$ cat config.mk
export PLATFORM = sky130hd
export DESIGN_NAME = operand_fetch
export DESIGN_NICKNAME = d
export VERILOG_FILES = /design/src/rtl/operand_fetch.sv
export SDC_FILE = /design/constraint.sdc
export NUM_CORES = 1
export LEC_CHECK = 0
export ABC_CLOCK_PERIOD_IN_PS = 3000
export CAP_MARGIN = 20
export CORE_ASPECT_RATIO = 0.75
export CORE_MARGIN = 2
export CORE_UTILIZATION = 55
export CTS_BUF_LIST = sky130_fd_sc_hd__clkbuf_8
export DETAILED_ROUTE_END_ITERATION = 8
export DONT_BUFFER_PORTS = 1
export PLACE_DENSITY = 0.73
export SLEW_MARGIN = 25
export SYNTH_ARGS = -nofsm -noshare
export SYNTH_HDL_FRONTEND = slang
export SYNTH_SLANG_ARGS = --single-unit
$ cat constraint.sdc
create_clock -name clk -period 3 [get_ports clk]
set_clock_uncertainty 0.2 [all_clocks]
set_input_delay 0.45 -clock clk [delete_from_list [all_inputs] [get_ports clk]]
set_output_delay 0.45 -clock clk [all_outputs]
set_load 0.005 [all_outputs]
$ cat src/rtl/operand_fetch.sv
// Operand fetch stage: latches an RV32 instruction, waits on a register scoreboard, reads both sources and emits an operand bundle.
// Optional macro OPFETCH_BYPASS_EN lets a same-cycle writeback unblock a waiting source.
module operand_fetch #(
   parameter int DATAWIDTH = 32
) (
   input  logic                 clk,
   input  logic                 rst,
   input  logic                 instr_valid,
   output logic                 instr_ready,
   input  logic [31:0]          instr,
   output logic [4:0]           readReg1,
   output logic [4:0]           readReg2,
   input  logic [DATAWIDTH-1:0] readData1,
   input  logic [DATAWIDTH-1:0] readData2,
   input  logic                 wb_valid,
   input  logic [4:0]           wb_reg,
   output logic                 op_valid,
   input  logic                 op_ready,
   output logic [DATAWIDTH-1:0] op_a,
   output logic [DATAWIDTH-1:0] op_b,
   output logic [31:0]          op_instr,
   output logic                 stall
);

   typedef enum logic [1:0] {IDLE, CHECK, READ, VALID} state_t;

   localparam logic [6:0] OPC_STORE  = 7'b0100011;
   localparam logic [6:0] OPC_BRANCH = 7'b1100011;

   state_t                 state_q, state_d;
   logic [31:0]            instr_q, instr_d;
   logic [31:0]            busy_q, busy_d;
   logic [DATAWIDTH-1:0]   op_a_q, op_a_d;
   logic [DATAWIDTH-1:0]   op_b_q, op_b_d;
   logic [31:0]            op_instr_q, op_instr_d;

   logic [31:0]            wb_clear;
   logic [31:0]            busy_chk;
   logic                   blocked;
   logic                   writes_rd;

   assign readReg1    = instr_q[19:15];
   assign readReg2    = instr_q[24:20];
   assign instr_ready = (state_q == IDLE);
   assign op_valid    = (state_q == VALID);
   assign op_a        = op_a_q;
   assign op_b        = op_b_q;
   assign op_instr    = op_instr_q;
   assign stall       = (state_q == CHECK) && blocked;

   always_comb begin
      wb_clear = 32'd0;
      if (wb_valid && (wb_reg != 5'd0)) wb_clear[wb_reg] = 1'b1;
`ifdef OPFETCH_BYPASS_EN
      busy_chk = busy_q & ~wb_clear;
`else
      busy_chk = busy_q;
`endif
      blocked   = busy_chk[instr_q[19:15]] | busy_chk[instr_q[24:20]];
      writes_rd = (instr_q[6:0] != OPC_STORE) && (instr_q[6:0] != OPC_BRANCH) &&
                  (instr_q[11:7] != 5'd0);
   end

   always_comb begin
      state_d    = state_q;
      instr_d    = instr_q;
      op_a_d     = op_a_q;
      op_b_d     = op_b_q;
      op_instr_d = op_instr_q;
      busy_d     = busy_q & ~wb_clear;
      case (state_q)
         IDLE: begin
            if (instr_valid) begin
               instr_d = instr;
               state_d = CHECK;
            end
         end
         CHECK: begin
            if (!blocked) state_d = READ;
         end
         READ: begin
            op_a_d     = readData1;
            op_b_d     = readData2;
            op_instr_d = instr_q;
            // Applied after the writeback clear so a same-edge set of this rd wins.
            if (writes_rd) busy_d[instr_q[11:7]] = 1'b1;
            state_d    = VALID;
         end
         VALID: begin
            if (op_ready) state_d = IDLE;
         end
         default: state_d = IDLE;
      endcase
      busy_d[0] = 1'b0;
   end

   always_ff @(posedge clk or negedge rst) begin
      if (!rst) begin
         state_q    <= IDLE;
         instr_q    <= 32'd0;
         busy_q     <= 32'd0;
         op_a_q     <= '0;
         op_b_q     <= '0;
         op_instr_q <= 32'd0;
      end else begin
         state_q    <= state_d;
         instr_q    <= instr_d;
         busy_q     <= busy_d;
         op_a_q     <= op_a_d;
         op_b_q     <= op_b_d;
         op_instr_q <= op_instr_d;
      end
   end

endmodule
* Word-level counts from Yosys, hierarchy flattened
Cells that the tools add are included.
W data, S select, Z words.
** Cells by class
- Bitwise logic cells :: 4
- $lt $le $gt $ge :: 6
- Equality and inequality tests :: 8
- Muxes and demuxes :: 15
- Reductions and logical operators :: 11
** Operator list (count)
- $mux W32 :: 3
- $and A32 B32 Y32 :: 1
- $not A32 Y32 :: 1
- $or A32 B32 Y32 :: 1
- $lt A5 B6 Y1 const B :: 4
- $bmux W1 S5 :: 2
- $demux W1 S5 :: 2
- $ge A5 B1 Y1 const B :: 2
- $reduce_bool A5 Y1 :: 2
- $pmux W2 S4 :: 1
- $ne A7 B6 Y1 const B :: 1
- $ne A7 B7 Y1 const B :: 1
- $logic_and A1 B1 Y1 :: 6
- $mux W2 :: 3
- $eq A2 B2 Y1 const B :: 2
- $mux W1 :: 4
- $ne A2 B2 Y1 const B :: 2
- $reduce_and A3 Y1 :: 1
- $eq A2 B1 Y1 const B :: 1
- $logic_not A2 Y1 :: 1
- $ne A2 B1 Y1 const B :: 1
- $reduce_and A2 Y1 :: 1
- $or A1 B1 Y1 :: 1
** Storage, ports and cells
- Input port bits :: 106
- Register bits after elaboration :: 161
- Word-level logic and storage cells :: 50
- Output and inout bits :: 109

* Depth between registers and ports, before layout
Gate-level depths: netlist of run 1.
- Word-level depth :: 10
- Mapped depth :: 7
- Mapped depth without buffers :: 6

* Worst setup path after synthesis of run 1
Ideal clock, no wire load.
- Path type :: register -> register
- Start point :: reg instr_q[20]
- End point :: reg state_q[0]
- Period minus slack after synthesis :: 2.384 ns
- Setup slack :: 0.616 ns
- Buffers on the path :: 1
- Arrival time :: 2.055 ns
- Required time :: 2.671 ns
- Stages on the path, launching flop included :: 7
- Setup time :: 0.129 ns
- Cell sequence :: dfrtp_1 buf_6 mux4_2 mux2_4 a311oi_4 a21boi_2 o41a_1
** On the way
- Cells in the longest elaborated chain, start to end :: 5
** RTL lines
- start, declared :: line 31 : logic [31:0] instr_q, instr_d;
- start signal, assigned :: line 107 : instr_q <= instr_d;
- $bmux W1 S5 :: line 59 : blocked = busy_chk[instr_q[19:15]] | busy_chk[instr_q[24:20]];
- $mux W1 (implied by the code) :: line 59
- $or A1 B1 Y1 :: line 59
- $ne A2 B2 Y1 (no line)
- $reduce_and A3 Y1 (no line)
- end signal, assigned :: line 106 : state_q <= state_d;
- end, declared :: line 30 : state_t state_q, state_d;
Every way passes these cells. The select of a mux whose other input is x is not followed.
A chain may end at the register's enable or synchronous reset.

* Worst setup path after layout of run 1
- Start point :: reg instr_q[17]
- End point :: out stall
** On the way
- Cells in the longest elaborated chain, start to end :: 4
** RTL lines
- $bmux W1 S5 :: line 59
- $mux W1 (implied by the code) :: line 59
- $or A1 B1 Y1 :: line 59
- $logic_and A1 B1 Y1 :: line 49 : assign stall = (state_q == CHECK) && blocked;
- end, declared :: line 22 : output logic stall
Every way passes these cells. The select of a mux whose other input is x is not followed.

==> results_dict.tcl, run 1 <==
set metrics [dict create \
    ir_drop_uv 541 \
    fin_worst_hold_slack_ns -0.511 \
    grt_max_degree 162 \
    ioPinCount 215 \
    worstMarginPinSlew_ns 0.469 \
    powerDensity_mw_per_mm2 1090 \
    period_minus_slack_ns 2.97 \
    violations "negative hold slack" \
    htreeDepth 4 \
    dieArea_sq_mm 0.0134 \
    syn_avg_cell_area_sq_um 14.3 \
    final-hold-violation-count 161 \
    max_freq_ghz 0.336 \
    ctsRootBufferMaster "clkbuf_8" \
    p_leak_nw 3.44 \
    placedCellCount 623 \
    num_antenna_cells 0 \
    wirelength_mm 15.9 \
    setup_tns_ns 0 \
    worstPathMaxFanout 9 \
    path_clk_slew_ns 0.09 \
    max_slew_margin_pct 68.6 \
    worstPathRequired_ns 2.35 \
    dp_hpwl_mm 10.2 \
    status "complete, but fails checks" \
    clock_latency_ns 0.45 \
    ys_seq_area_share_pct 58.5 \
    syn2layout_area_growth_pct 21.8 \
    drc_errors 0 \
    max_cap_viol_count 0 \
    cts_buffers 17 \
    die_y_microns 101 \
    vias 4434 \
    ys_ff_latch 161 \
    cts_tree "yes" \
    clockBufferDepth 2 \
    gp_congestion 0.906 \
    synth_largest_area_cell "dfrtp_1" \
    drtAntennaViolNets 0 \
    ys.warnings.count 0 \
    finalNonFillerCells 752 \
    drt-initial-drc-count 305 \
    clock_sinks 161 \
    first_pass_iters 5 \
    worst-setup-path-type "flop to output pin" \
    cp-start-kind "flop" \
    syn_nets 593 \
    endpoint_kind "output pin" \
    io_buffers 0 \
    synth.most_common_cell "dfrtp_1" \
    slew_viol_final 0 \
    synth_ff_type "dfrtp_1" \
    grt_pass1_vias 4577 \
    synthesis.area_sq_mm 0.00689 \
    rows 35 \
    rsz0062_at_grt "yes" \
    layout-drive-gt1-share_pct 32.4 \
    synth_cell_types 39 \
    antenna_found_initial 0 \
    die_w_microns 133 \
    syn_inst 483 \
    coreArea_sq_mm 0.0123 \
    yosys-top-cells-count "161 x dfrtp_1, 129 x mux2_2, 60 x o21ai_0" \
    grt_pass1_wl_mm 24.7 \
    finalCritPeriodShare_pct 99.1 \
    nets 684 \
    holdBufCountCts 96 \
    vias_per_cell 5.90 \
    synth_area_leaders "dfrtp_1 59%, mux2_2 21%, o21ai_0 4.4%" \
    initial_core_util_pct 56.2 \
    synth_edf_count 0 \
    arrival_ns 2.32 \
    grt_use_total_pct 23.9 \
    setup_viol 0 \
    grt_overflow_total 0 \
    worst_hold_path_type "primary input to asynchronous set/reset pin" \
    async_reset_ff_share_pct 100 \
    synth_top_area_share_pct 58.5 \
    wire_per_inst_microns 21.1 \
]
[final timing paths]
check,startpoint,to,slack (ns),depth (start not counted)
max in group asynchronous,rst,instr_q[15],2.88,0
worst max-delay path,instr_q[17],stall,0.03,6
worst min-delay path,rst,op_instr[4],-0.51,0
min in group clk,wb_reg[4],busy_chk[4],0.10,3
worst min register to register,instr_q[30],instr_q[30],0.31,1
worst max register to register,instr_q[20],state_q[0],0.45,6
[power breakdown]
group	internal (mW)	switching, mW	total, mW
clock	0.764	0.856	1.62
combinational	1.86	1.17	3.03
sequential	3.31	1.17	4.48
total	5.93	3.21	9.14
[cells by family (layout without fill, tap and decap cells)]
logic type / count (synthesis) / count (layout) / synth area share, %
adders and majority gates: 4 / 4 / 0.727
buffers and inverters: 39 / 142 / 2.98
and+or+nand+nor: 55 / 55 / 4.51
DFF: 161 / 161 / 58.5
AOI/OAI and AO/OA: 74 / 74 / 6.43
muxes: 150 / 150 / 26.9
[sequential cells by signal, indices dropped and copies added, names as in the netlist]
name / flops
op_instr: 32
busy_chk: 31
op_a: 32
instr_q: 32
op_b: 32
state_q: 2
[critical path: stages (launching register included)]
cell	delay [ns]
dfrtp_2	0.52
buf_4	0.20
mux2i_1	0.11
mux4_2	0.47
nor2_1	0.11
o211ai_1	0.19
a21boi_2	0.28
[layout make-up]
cell class              count  area, sq um
flip-flops and latches    161         4030
fillers                   861         3870
multi-input cells         283         2680
repair buffers            103         1040
clock buffers              17          234
well taps                 166          208
clock inverters            14          169
inverters                   8         30.0
[layout by cell type (no fill, tap or decap), drive strengths merged, types with 3 or more instances in the layout]
| cell type | synthesis | routed |
|---|---|---|
| dlygate4sd3 | 0 | 96 |
| nand3b | 7 | 7 |
| buf | 18 | 7 |
| nand2 | 10 | 10 |
| o21ai | 60 | 60 |
| dfrtp | 161 | 161 |
| nand4 | 6 | 6 |
| clkinvlp | 0 | 3 |
| mux2i | 7 | 7 |
| nor2b | 5 | 5 |
| mux4 | 13 | 13 |
| inv | 8 | 15 |
| ha | 4 | 4 |
| nor2 | 6 | 6 |
| o41ai | 3 | 3 |
| mux2 | 130 | 130 |
| nand3 | 12 | 12 |
| clkbuf | 13 | 17 |
[metrics by stage]
stage	power [mW]	instance area [sq um]	utilization (%)	worst slack (ns)
after floorplan	6.59	6890	-	0.616
after global placement	7.14	7000	57.1	0.296
after detailed placement	7.33	7000	57.1	0.236
after CTS	9.08	8370	68.3	0.00634
after global routing	9.69	8390	68.4	-0.0778
final	9.14	8390	68.4	0.0261
[routing by layer]
metal	vias to the layer above	part of all wire [%]	wire length, microns	GRT usage, %
li1	1941	-	-	-
met1	2253	41	6580	31.0
met2	218	48	7580	38.2
met3	22	9.6	1520	9.30
met4	0	1.4	228	6.46
met5	-	0	0	0
[timing repair]
| item | CTS | global route |
|---|---|---|
| pin swaps | 0 | 1 |
| gates resized for setup | 3 | 6 |
| endpoints found under the setup margin | 1 | 1 |
| cloned | 0 | 0 |
| setup buffers | 1 | 1 |
| hold endpoints to repair | 257 | 161 |
(Power assumes the default switching activity.)
==> run 2, diff against run 1 <==
- RECOVER_POWER: not set -> 100
==> run 2 against run 1 <==
Effect of this change:
- the run still ends with negative hold slack left
- register-to-register slack worse by 0.12 ns
- hold slack better by 0.0018 ns
- highest routed layer unchanged
- via count down 0.34%
- flip-flop and latch count unchanged
==> results_dict.tcl, run 2 (same netlist as run 1, synthesis figures left out) <==
set metrics [dict create \
    grt_max_degree 162 \
    nets 684 \
    initial_core_util_pct 56.2 \
    place_ws_ns 0.236 \
    vias_per_cell 5.88 \
    final_util_pct 68.1 \
    grt_pass1_wl_mm 24.7 \
    wire_per_inst_microns 21.1 \
    worst-setup-path-type "flop to output pin" \
    grt_overflow_total 0 \
    first_pass_iters 5 \
    worstPathRequired_ns 2.35 \
    layout-drive-gt1-share_pct 32.1 \
    final-hold-violation-count 161 \
    status "complete, but fails checks" \
    clock_latency_ns 0.45 \
    max_slew_margin_pct 45.8 \
    gp_congestion 0.906 \
    clockBufferDepth 2 \
    final_cell_mix "158 x dfrtp_1, 129 x mux2_2, 96 x dlygate4sd3_1" \
    drtAntennaViolNets 0 \
    coreArea_sq_mm 0.0123 \
    ir_drop_uv 537 \
    htreeDepth 4 \
    dieArea_sq_mm 0.0134 \
    antenna_found_initial 0 \
    cts_buffers 17 \
    path_clk_slew_ns 0.09 \
    drt-initial-drc-count 343 \
    drc_errors 0 \
    io_buffers 0 \
    endpoint_kind "output pin" \
    mostFrequentLayoutCell "dfrtp_1" \
    fin_worst_hold_slack_ns -0.509 \
    clock_sinks 161 \
    worst_hold_path_type "primary input to asynchronous set/reset pin" \
    period_minus_slack_ns 2.96 \
    num_antenna_cells 0 \
    dp_hpwl_mm 10.2 \
    rows 35 \
    grt_use_total_pct 23.9 \
    die_w_microns 133 \
    vias 4419 \
    p_leak_nw 3.43 \
    worstMarginPinSlew_ns 0.813 \
    finalCritPeriodShare_pct 98.8 \
    grt_pass1_vias 4577 \
    die_y_microns 101 \
    stdcell_area_sq_mm 0.00835 \
    powerDensity_mw_per_mm2 1090 \
    max_freq_ghz 0.337 \
    finalWorstSetupSlack_ns 0.0369 \
    max_cap_viol_count 0 \
    placed_area_sq_mm 0.00700 \
    holdBufCountCts 96 \
    wirelength_mm 15.9 \
    setup_viol 0 \
    syn2layout_area_growth_pct 21.2 \
    rsz0062_at_grt "yes" \
    fillers 868 \
    ioPinCount 215 \
    slew_viol_final 0 \
    ctsRootBufferMaster "clkbuf_8" \
    arrival_ns 2.31 \
    cts_tree "yes" \
    violations "negative hold slack" \
    cp-start-kind "flop" \
    worstPathMaxFanout 9 \
]
[run 2: area by class of cell]
| class | count | area [sq um] | share of cell area (%) |
|---|---|---|---|
| clock buffers | 17 | 234 | 2.80 |
| clock inverters | 14 | 169 | 2.02 |
| inverters | 8 | 30.0 | 0.360 |
| multi-input cells | 283 | 2660 | 31.9 |
| flip-flops and latches | 161 | 4030 | 48.3 |
| well taps | 166 | 208 | 2.49 |
| repair buffers | 103 | 1010 | 12.1 |
[run 2: where the power goes]
group / total, mW / internal [mW] / switching (mW)
sequential: 4.48 / 3.31 / 1.17
combinational: 2.99 / 1.82 / 1.17
clock: 1.62 / 0.764 / 0.858
total: 9.09 / 5.89 / 3.20
[run 2: through the flow]
| step | std cells | TNS [ns] | power, mW |
|---|---|---|---|
| after global placement | 623 | 0 | 7.14 |
| after CTS | 751 | 0 | 9.08 |
| after detailed placement | 623 | 0 | 7.33 |
| final | 752 | 0 | 9.09 |
| after floorplan | 483 | 0 | 6.59 |
| after global routing | 752 | -0.0778 | 9.64 |
[run 2: path summary, 6_finish.rpt]
kind,end,start,slack (ns),cells past startpoint
worst min-delay path,op_instr[4],rst,-0.51,0
min in group clk,busy_chk[16],wb_reg[4],0.10,3
worst max-delay path,stall,instr_q[17],0.04,6
worst max register to register,instr_q[14],state_q[0],0.33,5
worst min register to register,instr_q[30],instr_q[30],0.31,1
max in group asynchronous,op_instr[28],rst,2.90,0
[run 2: critical path: stages, from the launching register on]
cell and delay [ns]:
dfrtp_2 0.52, buf_4 0.20, mux2i_1 0.11, mux4_2 0.47, nor2_1 0.11, o211ai_1 0.18
a21boi_2 0.28
[run 2: what timing repair did]
item	4_1_cts	5_1_grt
setup buffers	1	1
endpoints found under the hold margin	257	161
resized for setup	3	6
setup endpoints to repair	1	1
pin swaps	0	1
[run 2: per-layer routing]
| metal | part of all wire (%) | global-route usage [%] |
|---|---|---|
| met1 | 41 | 31.0 |
| met2 | 48 | 38.2 |
| met3 | 10 | 9.30 |
| met4 | 1.2 | 6.46 |
| met5 | 0 | 0 |
